--- src/rtl/serial_add_pkg.sv ---
// Shared definitions for the bit-serial adder: FSM encoding, default width
// and the bit-counter sizing helper.
package serial_add_pkg;

  localparam int WIDTH_DEF = 8;

  typedef enum logic [1:0] {
    ST_IDLE = 2'd0,
    ST_RUN  = 2'd1,
    ST_DONE = 2'd2
  } state_e;

  // Counter must hold values up to WIDTH-1 and still be at least one bit wide.
  function automatic int cnt_width(input int width);
    return $clog2(width + 1);
  endfunction

endpackage

--- src/rtl/serial_add_if.sv ---
// Request/result bundle of the bit-serial adder; the requester is the master,
// the adder is the slave.
interface serial_add_if
  import serial_add_pkg::*;
#(
  parameter int WIDTH = WIDTH_DEF
) ();

  logic             start;
  logic [WIDTH-1:0] a;
  logic [WIDTH-1:0] b;
  logic             cin;
  logic             busy;
  logic             done;
  logic [WIDTH-1:0] sum;
  logic             cout;

  modport master (
    output start, a, b, cin,
    input  busy, done, sum, cout
  );

  modport slave (
    input  start, a, b, cin,
    output busy, done, sum, cout
  );

endinterface

--- src/rtl/serial_add_bit.sv ---
// One-bit full-adder cell; the serial controller time-multiplexes it over
// every bit position of the operands.
module serial_add_bit (
  input  logic a,
  input  logic b,
  input  logic ci,
  output logic s,
  output logic co
);

  assign s  = a ^ b ^ ci;
  assign co = (a & b) | (a & ci) | (b & ci);

endmodule

--- src/rtl/serial_add.sv ---
// Bit-serial WIDTH-bit adder: latches operands on start, pushes one bit pair
// per clock through a single full-adder cell, publishes {cout,sum} on done.
module serial_add
  import serial_add_pkg::*;
#(
  parameter int WIDTH = WIDTH_DEF
) (
  input  logic         clk,
  input  logic         rst,
  serial_add_if.slave  bus
);

  localparam int                CNT_W    = cnt_width(WIDTH);
  localparam logic [CNT_W-1:0]  LAST_BIT = CNT_W'(WIDTH - 1);

  state_e             state_q, state_d;
  logic [WIDTH-1:0]   a_sh_q, a_sh_d;
  logic [WIDTH-1:0]   b_sh_q, b_sh_d;
  logic [WIDTH-1:0]   res_sh_q, res_sh_d;
  logic [WIDTH-1:0]   sum_q, sum_d;
  logic               carry_q, carry_d;
  logic               cout_q, cout_d;
  logic [CNT_W-1:0]   cnt_q, cnt_d;

  logic               cell_sum;
  logic               cell_co;
  logic               accept;
  logic [WIDTH:0]     res_cat;

  serial_add_bit u_bit (
    .a  (a_sh_q[0]),
    .b  (b_sh_q[0]),
    .ci (carry_q),
    .s  (cell_sum),
    .co (cell_co)
  );

  // Start is only honoured when no operation is in flight.
  assign accept = bus.start && (state_q == ST_IDLE || state_q == ST_DONE);

  always_comb begin
    // NOTE: every signal gets a hold value first so no path leaves it unassigned (no latches).
    state_d  = state_q;
    a_sh_d   = a_sh_q;
    b_sh_d   = b_sh_q;
    res_sh_d = res_sh_q;
    carry_d  = carry_q;
    cnt_d    = cnt_q;
    sum_d    = sum_q;
    cout_d   = cout_q;
    // Concatenate-then-slice keeps the right-shift legal even for WIDTH=1.
    res_cat  = {cell_sum, res_sh_q};

    unique case (state_q)
      ST_IDLE: ;
      ST_RUN: begin
        carry_d  = cell_co;
        res_sh_d = res_cat[WIDTH:1];
        a_sh_d   = a_sh_q >> 1;
        b_sh_d   = b_sh_q >> 1;
        cnt_d    = cnt_q + CNT_W'(1);
        if (cnt_q == LAST_BIT) begin
          state_d = ST_DONE;
          sum_d   = res_cat[WIDTH:1];
          cout_d  = cell_co;
        end
      end
      ST_DONE: state_d = ST_IDLE;
      default: state_d = ST_IDLE;
    endcase

    if (accept) begin
      state_d  = ST_RUN;
      a_sh_d   = bus.a;
      b_sh_d   = bus.b;
      carry_d  = bus.cin;
      cnt_d    = '0;
      res_sh_d = '0;
    end
  end

  // NOTE: sequential state updates use non-blocking assignments so all flops sample together.
  always_ff @(posedge clk or posedge rst) begin
    if (rst) begin
      state_q  <= ST_IDLE;
      a_sh_q   <= '0;
      b_sh_q   <= '0;
      res_sh_q <= '0;
      carry_q  <= 1'b0;
      cnt_q    <= '0;
      sum_q    <= '0;
      cout_q   <= 1'b0;
    end else begin
      state_q  <= state_d;
      a_sh_q   <= a_sh_d;
      b_sh_q   <= b_sh_d;
      res_sh_q <= res_sh_d;
      carry_q  <= carry_d;
      cnt_q    <= cnt_d;
      sum_q    <= sum_d;
      cout_q   <= cout_d;
    end
  end

  assign bus.busy = (state_q == ST_RUN);
  assign bus.done = (state_q == ST_DONE);
  assign bus.sum  = sum_q;
  assign bus.cout = cout_q;

endmodule

--- src/flat_wrapper.sv ---
// flat-port wrapper written by rule: the top's interface ports become plain ports
module serial_add_flat import serial_add_pkg::*;
#(
  parameter int WIDTH = WIDTH_DEF
)
  (clk, rst, bus_start, bus_a, bus_b, bus_cin, bus_busy, bus_done, bus_sum, bus_cout);
  serial_add_if #(.WIDTH(WIDTH)) bus_i ();
  input  logic clk;
  input  logic rst;
  input wire logic [$bits(bus_i.start)-1:0] bus_start;
  input wire logic [$bits(bus_i.a)-1:0] bus_a;
  input wire logic [$bits(bus_i.b)-1:0] bus_b;
  input wire logic [$bits(bus_i.cin)-1:0] bus_cin;
  output wire logic [$bits(bus_i.busy)-1:0] bus_busy;
  output wire logic [$bits(bus_i.done)-1:0] bus_done;
  output wire logic [$bits(bus_i.sum)-1:0] bus_sum;
  output wire logic [$bits(bus_i.cout)-1:0] bus_cout;
  assign bus_i.start = bus_start;
  assign bus_i.a = bus_a;
  assign bus_i.b = bus_b;
  assign bus_i.cin = bus_cin;
  assign bus_busy = bus_i.busy;
  assign bus_done = bus_i.done;
  assign bus_sum = bus_i.sum;
  assign bus_cout = bus_i.cout;
  serial_add #(.WIDTH(WIDTH)) u_core (.clk(clk), .rst(rst), .bus(bus_i));
endmodule
--- config.mk ---
export PLATFORM = sky130hd
export DESIGN_NAME = serial_add_flat
export DESIGN_NICKNAME = d
export VERILOG_FILES = /design/src/rtl/serial_add_pkg.sv /design/src/rtl/serial_add_if.sv /design/src/rtl/serial_add_bit.sv /design/src/rtl/serial_add.sv /design/src/flat_wrapper.sv
export SDC_FILE = /design/constraint.sdc
export NUM_CORES = 1
export LEC_CHECK = 0
export CAP_MARGIN = 30
export CORE_MARGIN = 2
export CORE_UTILIZATION = 47
export DETAILED_ROUTE_END_ITERATION = 10
export PLACE_DENSITY = 0.8
export SYNTH_ARGS = -nofsm -noshare
export SYNTH_HDL_FRONTEND = slang
export SYNTH_SLANG_ARGS = --single-unit
--- constraint.sdc ---
create_clock -name clk -period 2.4 [get_ports clk]
set_input_delay 0.24 -clock clk [delete_from_list [all_inputs] [get_ports clk]]
set_output_delay 0.24 -clock clk [all_outputs]
set_load 0.01 [all_outputs]
Word level (Yosys, flattened, before mapping)
Cells that the tools add are included.
Storage, ports and cells
  register bits: 40
  bits of input ports: 20
  output and inout bits: 11
  logic and storage cells: 40
Cells by class
  add/subtract/negate cells: 1
  equality and inequality tests: 5
  muxes and demuxes: 13
  bitwise logic cells: 7
  reduce and logical (&&, ||, !) cells: 6
Operators by type and width (count)
  8-bit two-way mux: 6
  4-bit two-way mux: 2
  4-bit by 1-bit adder with 4-bit output, second input constant: 1
  4-bit by 3-bit == test with 1-bit output, second input constant: 1
  2-bit two-way mux: 2
  2-bit one-hot mux with 2 select lines: 1
  2-bit AND reduction: 2
  1-bit bitwise AND: 3
  3-bit by 1-bit != test with 1-bit output, second input constant: 1
  2-bit by 1-bit == test with 1-bit output, second input constant: 1
  2-bit == test, second input constant: 1
  2-bit zero test: 1
  1-bit two-way mux: 2
  2-bit by 1-bit != test with 1-bit output, second input constant: 1
  1-bit bitwise OR: 2
  2-bit nonzero test: 1
  1-bit XOR: 2
  1-bit logical AND: 1
  1-bit logical OR: 1

Longest topological paths before layout
Gate-level depths: netlist of run 1.
  word-level depth: 5
  depth in mapped cells: 6
  gate-level depth less buffers: 4

Modules after synthesis
From an unflattened synthesis of run 1, not the netlist that was laid out.
Second synthesis, totals
  cell total of the unflattened synthesis: 131
  area, all modules: 1611.5 sq um
By module, submodules not included
  serial_add: instances 1, cells an instance 130, area each 1591.5 sq um, sequential area each 975.9 sq um
  serial_add_bit: instances 1, cells an instance 1, area each 20.0 sq um, sequential area each 0.0 sq um

Worst setup path after synthesis of run 1
OpenSTA, ideal clock, no wires.
  path type: reg-to-reg
  start: register u_core.cnt_q[0]
  end: register u_core.cout_q (netlist: u_core.bus.cout)
  setup time: 125 ps
  arrival: 1300 ps
  required time: 2275 ps
  path slack: 974 ps
  stages on the path, launching flop included: 6
  path buffers: 1
  period minus slack after synthesis: 1426 ps
  cell sequence: dfrtp_1 -> ha_1 -> and3b_1 -> and2_4 -> buf_6 -> mux2_4
Between the ends
  longest elaborated chain between the ends: 2
RTL lines
  from (decl): RTL line serial_add.sv:23  | logic [CNT_W-1:0] cnt_q, cnt_d;
  from (signal assigned): RTL line serial_add.sv:99  | cnt_q <= cnt_d;
  4-bit by 3-bit == test with 1-bit output: RTL line serial_add.sv:62  | if (cnt_q == LAST_BIT) begin
  2-bit AND reduction (no line)
  to (signal assigned): RTL line serial_add.sv:101  | cout_q <= cout_d;
  to (decl): RTL line serial_add.sv:22  | logic cout_q, cout_d;
No other way between the ends.
A chain may end at the register's enable or synchronous reset.

Worst setup path in the final report of run 1
  start: register u_core.state_q[1]
  end: output port bus_busy
Between the ends
  longest elaborated chain between the ends: 1
RTL lines
  from (decl): RTL line serial_add.sv:16  | state_e state_q, state_d;
  from (signal assigned): RTL line serial_add.sv:94  | state_q <= state_d;
  2-bit by 1-bit == test with 1-bit output: RTL line serial_add.sv:105  | assign bus.busy = (state_q == ST_RUN);
  to (decl): RTL line flat_wrapper.sv:14  | output wire logic [$bits(bus_i.busy)-1:0] bus_busy;
No other way between the ends.

==> reports/metrics.sh, run 1 <==
PATH_CLK_SLEW_NS=0.11
YS.FLOP_TYPE='dfrtp_1'
DIE_H_UM=63.1
RSZ_0062_RAISED_AFTER_GLOBAL_ROUTING='no'
MAPPEDNETLISTNETS=154
LARGEST_NET_DEGREE_AT_THE_START_OF_GLOBAL_ROUTING=40
CTSHTREEMAXLEVEL=2
TOTAL_COUNT_OF_MAX_TRANSITION_VIOLATIONS_IN_THE_FINAL_REPORT=0
GR-TOTAL-OVERFLOW=0
SYNTHXORXNORAREAFRAC_PCT=0.533
TRANSITION_TIME_AT_THE_PIN_WITH_THE_LEAST_SLEW_MARGIN_NS=0.666
DRTITER0DRC=57
CELLLEAKAGEPOWER_nW=0.944
NUMBER_OF_GLOBAL_ROUTE_VIAS_BEFORE_REPAIR=1162
SYNTH.CELL_AREA_UM2=1640
FLOORPLAN.INITIALDENSITY_PCT=49.2
POST_SYNTH.CELL_AREA_AVG_UM2=12.4
TIMING.CLOCK.SKEW_NS=0.00350
SYNTHESIS.YOSYS.WARNINGS=0
TIMING.FINAL.HOLD_VIOLATIONS=0
NUM_ROWS=21
PATH_MAX_FANOUT=27
CLOCK_TREE.BUFFER_DEPTH=2
POST_CTS.RESIZED_INSTANCES=0
FMAX_GHz=0.487
CTSHOLDBUFFERS=0
P_PER_AREA_nW_PER_UM2=1240
GRT_FIRST_PASS_WIRELENGTH_UM=5240
TIMING.REG2REG.WORST_PATH_DEPTH=4
DETAIL_ROUTE.VIAS_PER_CELL=5.61
INITIAL_ANTENNA_VIOLATION_COUNT=0
SETUP_VIOL_COUNT_FINAL=0
FINAL_NET_COUNT=185
WORSTSKEWPAIRLATENCY_NS=0.34
STATUS='complete, no violations'
FIRST_PASS_ITERS=5
POST_DETAIL_PLACE_HPWL_UM=2120
FIN_SETUP_TNS_NS=0
DIE_W_UM=63.1
GRTUSAGETOTAL_PCT=17.1
POSTSYNTH.ASYNCRESETSHARE_PCT=100
SYNTH_TOP_FAMILY_BY_AREA='compound AO/OA/AOI/OAI gates'
PLACEABLECOREAREA_UM2=3340
FRACTION_OF_FINAL_LAYOUT_CELLS_SIZED_BEYOND_DRIVE_STRENGTH_1_PCT=13.4
YOSYS_REGISTER_BITS=39
CRITICALPATHCATEGORY='flip-flop to output pin'
SYNTH.YOSYS.SEQ_AREA_SHARE_PCT=59.4
SYNTHMUXAREASHARE_PCT=8.83
COMPLEX_GATE_FRACTION_OF_THE_SYNTHESIZED_AREA_PCT=12.7
CLOCK_SINKS=39
CTS-ROOT-BUF='clkbuf_4'
FINAL_ROUTED_WIRELENGTH_ACROSS_ALL_METAL_LAYERS_UM=3120
TIMING.CRITICAL_PATH.ARRIVAL_NS=1.81
FILLCELLCOUNT=303
YS_TYPES=27
SYN_INST=132
DETAIL_ROUTE.WL_PER_CELL_UM=14.9
WORST_SLEW_MARGIN_REL_PCT=55.6
SYNTH_SIMPLE_GATE_AREA_SHARE_PCT=12.6
WORST_EP_REQUIRED_TIME_NS=2.16
WORST_HOLD_PATH_TYPE='input port to asynchronous set/reset pin'
DIODES=0
POST-CTS-SETUP-BUFFERS=0
AREA_GROWTH_SYN_TO_LAYOUT_PCT=24.0
GLOBALPLACE.CONGESTION=0.744
IR_DROP_V=0.000510
WORST_PATH_MAX_DELAY_CELL='clkdlybuf4s50_1'
NUMCTSBUFFERS=5
WORST_PATH_BUFS_INVS=2
REPORT.POWER.TOTAL_mW=2.53
COUNT_OF_MAXIMUM_CAPACITANCE_VIOLATIONS=0
BOUNDARYPINS=31
ROUTED-VIA-COUNT=1178
RR_STARTPOINT='u_core.state_q[1]'
FP.DIEAREA_UM2=3980
MAX_STAGE_DELAY_NS=0.60
PORTBUFFERS=30
FIN_CRIT_SH_PCT=85.6
CP-END-KIND='output pin'
NUMBER_OF_ENABLE_TYPE_REGISTER_CELLS_IN_THE_SYNTHESIZED_NETLIST=0
REG2REG_SETUP_SLACK_NS=0.79
TIMING.CRITICAL_PATH.MAX_DELAY_FAMILY='buffers and inverters'
TRITONCTS='done'
CP_CELL_SEQUENCE='nand2b_1, inv_4, clkdlybuf4s50_1'
FINAL_PERIOD_MINUS_WORST_SETUP_SLACK_NS=2.05
R2R_END='u_core.bus.sum[2]'
CP-START-KIND='flip-flop'
POST-ROUTE-DRC-COUNT=0
ADDER_CELL_SHARE_OF_THE_SYNTHESIZED_AREA_PCT=1.98
ANT_NETS_AFTER_ROUTE=0
-- kinds of logic after synthesis --
logic type	count (synthesis)
AOI/OAI and AO/OA	27
and+or+nand+nor	42
buffers and inverters	11
DFF	39
xor gates and xnor gates	1
muxes	10
adders and majority gates	2
-- layout make-up --
cell class                      instances  area (µm²)  area share, %
Clock buffer                            8        68.8           3.38
Inverter                                2        10.0          0.491
Multi-Input combinational cell         82         602           29.5
Sequential cell                        39         976           47.9
Tap cell                               46        57.6           2.83
Timing Repair Buffer                   33         323           15.8
-- routing by layer --
| metal | wire length [µm] | GRT usage (%) | up-vias | part of all wire, % |
|---|---|---|---|---|
| li1 | - | - | 536 | - |
| met1 | 1360 | 21.0 | 594 | 44 |
| met2 | 1530 | 28.7 | 41 | 49 |
| met3 | 168 | 3.21 | 7 | 5.4 |
| met4 | 64 | 8.33 | 0 | 2.1 |
| met5 | 0 | 0 | - | 0 |
-- state kept, by name (all words and copies together), names as in the netlist --
register	flops
u_core.a_sh_q	8
u_core.b_sh_q	8
u_core.bus.sum	8
u_core.res_sh_q	7
u_core.cnt_q	4
u_core.state_q	2
u_core.bus.cout	1
u_core.carry_q	1
-- power by group --
part	internal, mW	switching, mW
combinational	0.537	0.484
sequential	0.942	0.188
clock	0.172	0.205
total	1.65	0.877
-- synth_stat cells (2+ instances only) --
cell	n	share of area (%)
o21ai_0	2	0.61
nor2_1	2	0.46
nand2_1	15	3.4
a22oi_1	14	6.4
buf_2	5	1.5
dfrtp_1	39	59
nand2b_1	2	0.76
buf_6	2	1.4
nand3_1	15	4.6
mux2_4	9	8.2
a22o_1	10	5.3
nor2b_1	2	0.76
-- worst reg2reg max path: stages, from the launching register on --
cell	delay, ns
dfrtp_1	0.40
nand2b_1	0.21
inv_4	0.26
and2_4	0.32
mux2_4	0.32
-- through the flow --
stage | cell area, µm² | utilization [%] | hold WS (ns) | instances | setup slack [ns]
CTS | 2040 | 61.0 | 0.310 | 210 | 0.352
finish | 2040 | 61.0 | 0.291 | 210 | 0.346
detailed placement | 1970 | 59.0 | 0.472 | 202 | 0.753
global route | 2040 | 61.0 | 0.348 | 210 | 0.287
global placement | 1970 | 59.0 | 0.457 | 202 | 0.802
floorplan | 1640 | - | 0.368 | 132 | 0.974
-- placed cells by master (no fill, tap or decap), types with 2 or more instances in the layout --
cell type        synthesis  final
mux2_4                   9      9
o21ai_0                  2      2
nand2_1                 15     15
nor2_1                   2      2
clkbuf_8                 0      2
clkdlybuf4s50_1          0     30
a22o_1                  10     10
nor2b_1                  2      2
nand2b_1                 2      2
nand3_1                 15     15
clkbuf_4                 0      5
a22oi_1                 14     14
dfrtp_1                 39     39
buf_4                    0      3
-- worst max-delay path by stage --
stage                       to  slack, ns               from  cells after the start
2_1_floorplan  u_core.bus.cout       0.97    u_core.cnt_q[0]                      5
3_3_place_gp          bus_busy       0.80  u_core.state_q[1]                      3
3_5_place_dp          bus_busy       0.75  u_core.state_q[1]                      3
4_1_cts               bus_busy       0.35  u_core.state_q[1]                      3
5_1_grt               bus_busy       0.29  u_core.state_q[1]                      3
6_report              bus_busy       0.35  u_core.state_q[1]                      3
No activity file was read; power rests on OpenSTA's default activity.
==> inputs of run 2 (changes only) <==
--- a/config.mk
+++ b/config.mk
@@ -6,9 +6,9 @@
 export NUM_CORES = 1
 export LEC_CHECK = 0
 export CAP_MARGIN = 30
-export CORE_MARGIN = 2
 export CORE_UTILIZATION = 47
 export DETAILED_ROUTE_END_ITERATION = 10
+export GPL_TIMING_DRIVEN = 0
 export PLACE_DENSITY = 0.8
 export SYNTH_ARGS = -nofsm -noshare
 export SYNTH_HDL_FRONTEND = slang
==> run 2 against run 1 <==
Net effect:
- combinational power is essentially flat
- die area fell by 6.2%
- clock power barely moved
- worst setup slack worse by 0.13 ns
- largest power group unchanged
==> reports/metrics.sh, run 2 (synthesis gave the netlist of run 1 again) <==
MAX_STAGE_DELAY_NS=0.57  # -0.03 ns
POST-ROUTE-DRC-COUNT=0  # unchanged
DIE_H_UM=61.1  # -3.2%
TIMING.CLOCK.SKEW_NS=0.00746  # +0.00396 ns
P_PER_AREA_nW_PER_UM2=1240  # -0.35%
NUMCTSBUFFERS=5  # unchanged
RSZ_0062_RAISED_AFTER_GLOBAL_ROUTING='no'
IR_DROP_V=0.000443  # -13%
SEQ_POWER_SHARE_PCT=44.1  # -0.6 points
TRITONCTS='done'
FINAL_ROUTED_WIRELENGTH_ACROSS_ALL_METAL_LAYERS_UM=3070  # -1.6%
INTPOWER_mW=1.68  # +1.8%
TIMING.REG2REG.WORST_PATH_DEPTH=6  # +2
NUMBER_OF_GLOBAL_ROUTE_VIAS_BEFORE_REPAIR=1072  # -7.7%
NUM_ROWS=21  # unchanged
FMAX_GHz=0.457  # -6.1%
PLACEABLECOREAREA_UM2=3340  # unchanged
DETAIL_ROUTE.VIAS_PER_CELL=5.46  # -2.7%
DRTITER0DRC=57  # unchanged
FINAL_NET_COUNT=191  # +3.2%
MOST-COMMON-LAYOUT-CELLS='dfrtp_1, clkdlybuf4s50_1, nand3_1, nand2_1, a22oi_1'
DIE_W_UM=61.1  # -3.2%
WORST_EP_REQUIRED_TIME_NS=2.16  # about the same
PORTBUFFERS=30  # unchanged
CP-END-KIND='output pin'
WL_MET3_UM=172  # +2.4%
DIODES=0  # unchanged
CTSHOLDBUFFERS=0  # unchanged
CP-START-KIND='flip-flop'
MAXUSEDROUTINGLAYER='met4'
REG2REG_SETUP_SLACK_NS=0.86  # +0.07 ns
UTILIZATION_PCT=62.0  # +0.97 points
INITIAL_ANTENNA_VIOLATION_COUNT=0  # unchanged
TRANSITION_TIME_AT_THE_PIN_WITH_THE_LEAST_SLEW_MARGIN_NS=0.793  # +0.126 ns
TIMING.CRITICAL_PATH.ARRIVAL_NS=1.95  # +0.14 ns
GRT_FIRST_PASS_WIRELENGTH_UM=5040  # -3.7%
PLACED_CELLS=208  # +3.0%
POST_CTS.RESIZED_INSTANCES=0  # unchanged
GLOBALPLACE.CONGESTION=0.785  # +5.5%
RR_STARTPOINT='u_core.state_q[1]'
CLOCK_TREE.BUFFER_DEPTH=2  # unchanged
MET2_WIRE_LENGTH_UM=1510  # -1.0%
TIMING.FINAL.HOLD_VIOLATIONS=0  # unchanged
STATUS='complete, no violations'
POST_LAYOUT_NONFILLER_INSTANCES=216  # +2.9%
GR-TOTAL-OVERFLOW=0  # unchanged
WORST_PATH_BUFS_INVS=4  # +2
FINAL_COMMON_CELL='dfrtp_1'
BOUNDARYPINS=31  # unchanged
WORST_HOLD_PATH_TYPE='input port to asynchronous set/reset pin'
CELLLEAKAGEPOWER_nW=0.960  # +1.7%
NETSWITCHINGPOWER_mW=0.878  # +0.12%
ROUTED-VIA-COUNT=1179  # +0.085%
PART_OF_THE_TOTAL_POWER_DISSIPATED_IN_THE_CLOCK_NETWORK_PCT=14.7  # -0.2 points
FIRST_PASS_ITERS=4  # -1
TIMING.CRITICAL_PATH.MAX_DELAY_FAMILY='buffers and inverters'
PATH_CLK_SLEW_NS=0.10  # about the same
WORSTSKEWPAIRLATENCY_NS=0.34  # about the same
PATH_MAX_FANOUT=10  # -63%
FRACTION_OF_FINAL_LAYOUT_CELLS_SIZED_BEYOND_DRIVE_STRENGTH_1_PCT=15.9  # +2.5 points
CLOCK_SINKS=39  # unchanged
FINAL_PERIOD_MINUS_WORST_SETUP_SLACK_NS=2.19  # +0.134 ns
CTS-ROOT-BUF='clkbuf_4'
LARGEST_NET_DEGREE_AT_THE_START_OF_GLOBAL_ROUTING=40  # unchanged
TOTAL_COUNT_OF_MAX_TRANSITION_VIOLATIONS_IN_THE_FINAL_REPORT=0  # unchanged
SETUP_VIOL_COUNT_FINAL=0  # unchanged
R2R_END='u_core.bus.sum[1]'
COUNT_OF_MAXIMUM_CAPACITANCE_VIOLATIONS=0  # unchanged
FLOORPLAN.INITIALDENSITY_PCT=49.2  # unchanged
WORST_SLEW_MARGIN_REL_PCT=47.1  # -8.5 points
CP_CELL_SEQUENCE='nand2b_1, buf_6, inv_4, buf_2, clkdlybuf4s50_1'
REPORT.POWER.TOTAL_mW=2.56  # +1.2%
POST-CTS-SETUP-BUFFERS=0  # unchanged
ANT_NETS_AFTER_ROUTE=0  # unchanged
NETSWITCHINGFRACTION_PCT=34.3  # -0.38 points
FIN_CRIT_SH_PCT=91.2  # +5.6 points
AREA_GROWTH_SYN_TO_LAYOUT_PCT=26.0
FIN_SETUP_TNS_NS=0  # unchanged
FP.DIEAREA_UM2=3740  # -6.2%
CTSHTREEMAXLEVEL=2  # unchanged
CRITICALPATHCATEGORY='flip-flop to output pin'
FIN_WORST_HOLD_SLACK_NS=0.364  # +0.0725 ns
WORST_PATH_MAX_DELAY_CELL='clkdlybuf4s50_1'
WL_MET1_UM=1340  # -1.0%
SHARE_COMB_OF_TOTAL_POWER_PCT=41.2  # +0.8 points
DETAIL_ROUTE.WL_PER_CELL_UM=14.2  # -4.3%
GRTUSAGETOTAL_PCT=18.8  # +1.8 points
==> run 2: cell types whose count changed in the layout (fill, tap and decap cells not counted), sizes merged <==
| cell | change |
|---|---|
| buf | +5 |
| clkbuf | +1 |
==> run 2: worst max-delay path by stage <==
stage	end	depth (start not counted)	slack [ns]	from
floorplan	u_core.bus.cout	5	0.97	u_core.cnt_q[0]
global placement	u_core.b_sh_q[4]	2	0.51	rst
detailed placement	bus_busy	5	0.61	u_core.state_q[1]
CTS	bus_busy	5	0.19	u_core.state_q[1]
global route	bus_busy	5	0.11	u_core.state_q[1]
finish	bus_busy	5	0.21	u_core.state_q[1]
==> run 2: metal layers <==
layer  GRT usage (%)  vias up
li1                -      549
met1            23.8      582
met2            31.1       42
met3            5.67        6
met4            5.84        0
met5               0        -
==> run 2: worst register-to-register path, cell delays in order (launching register included) <==
cell,delay [ns]
dfrtp_1,0.40
nand2b_1,0.17
buf_6,0.15
inv_4,0.10
and2_4,0.15
buf_6,0.16
mux2_4,0.32
==> run 2: power groups by stage <==
stage               registers [mW]  clock network [mW]  logic, mW
detailed placement            1.14                   0       1.06
global placement              1.12                   0       1.02
global route                  1.17               0.420       1.16
finish                        1.13               0.376       1.05
floorplan                     1.13                   0      0.701
CTS                           1.13               0.385       1.06
==> run 2: per-stage QoR <==
step,worst slack [ns],area [µm²]
2_1_floorplan,0.974,1640
3_3_place_gp,0.506,2000
3_5_place_dp,0.608,2000
4_1_cts,0.194,2070
5_1_grt,0.110,2070
6_report,0.212,2070
==> run 2: layout make-up <==
| type | count | area [µm²] |
|---|---|---|
| fill | 296 | 1270 |
| sequential | 39 | 976 |
| multi-input combinational | 82 | 602 |
| timing repair buffer | 30 | 300 |
| clock buffer | 8 | 68.8 |
| tap | 46 | 57.6 |
| buffer | 9 | 55.1 |
| inverter | 2 | 10.0 |
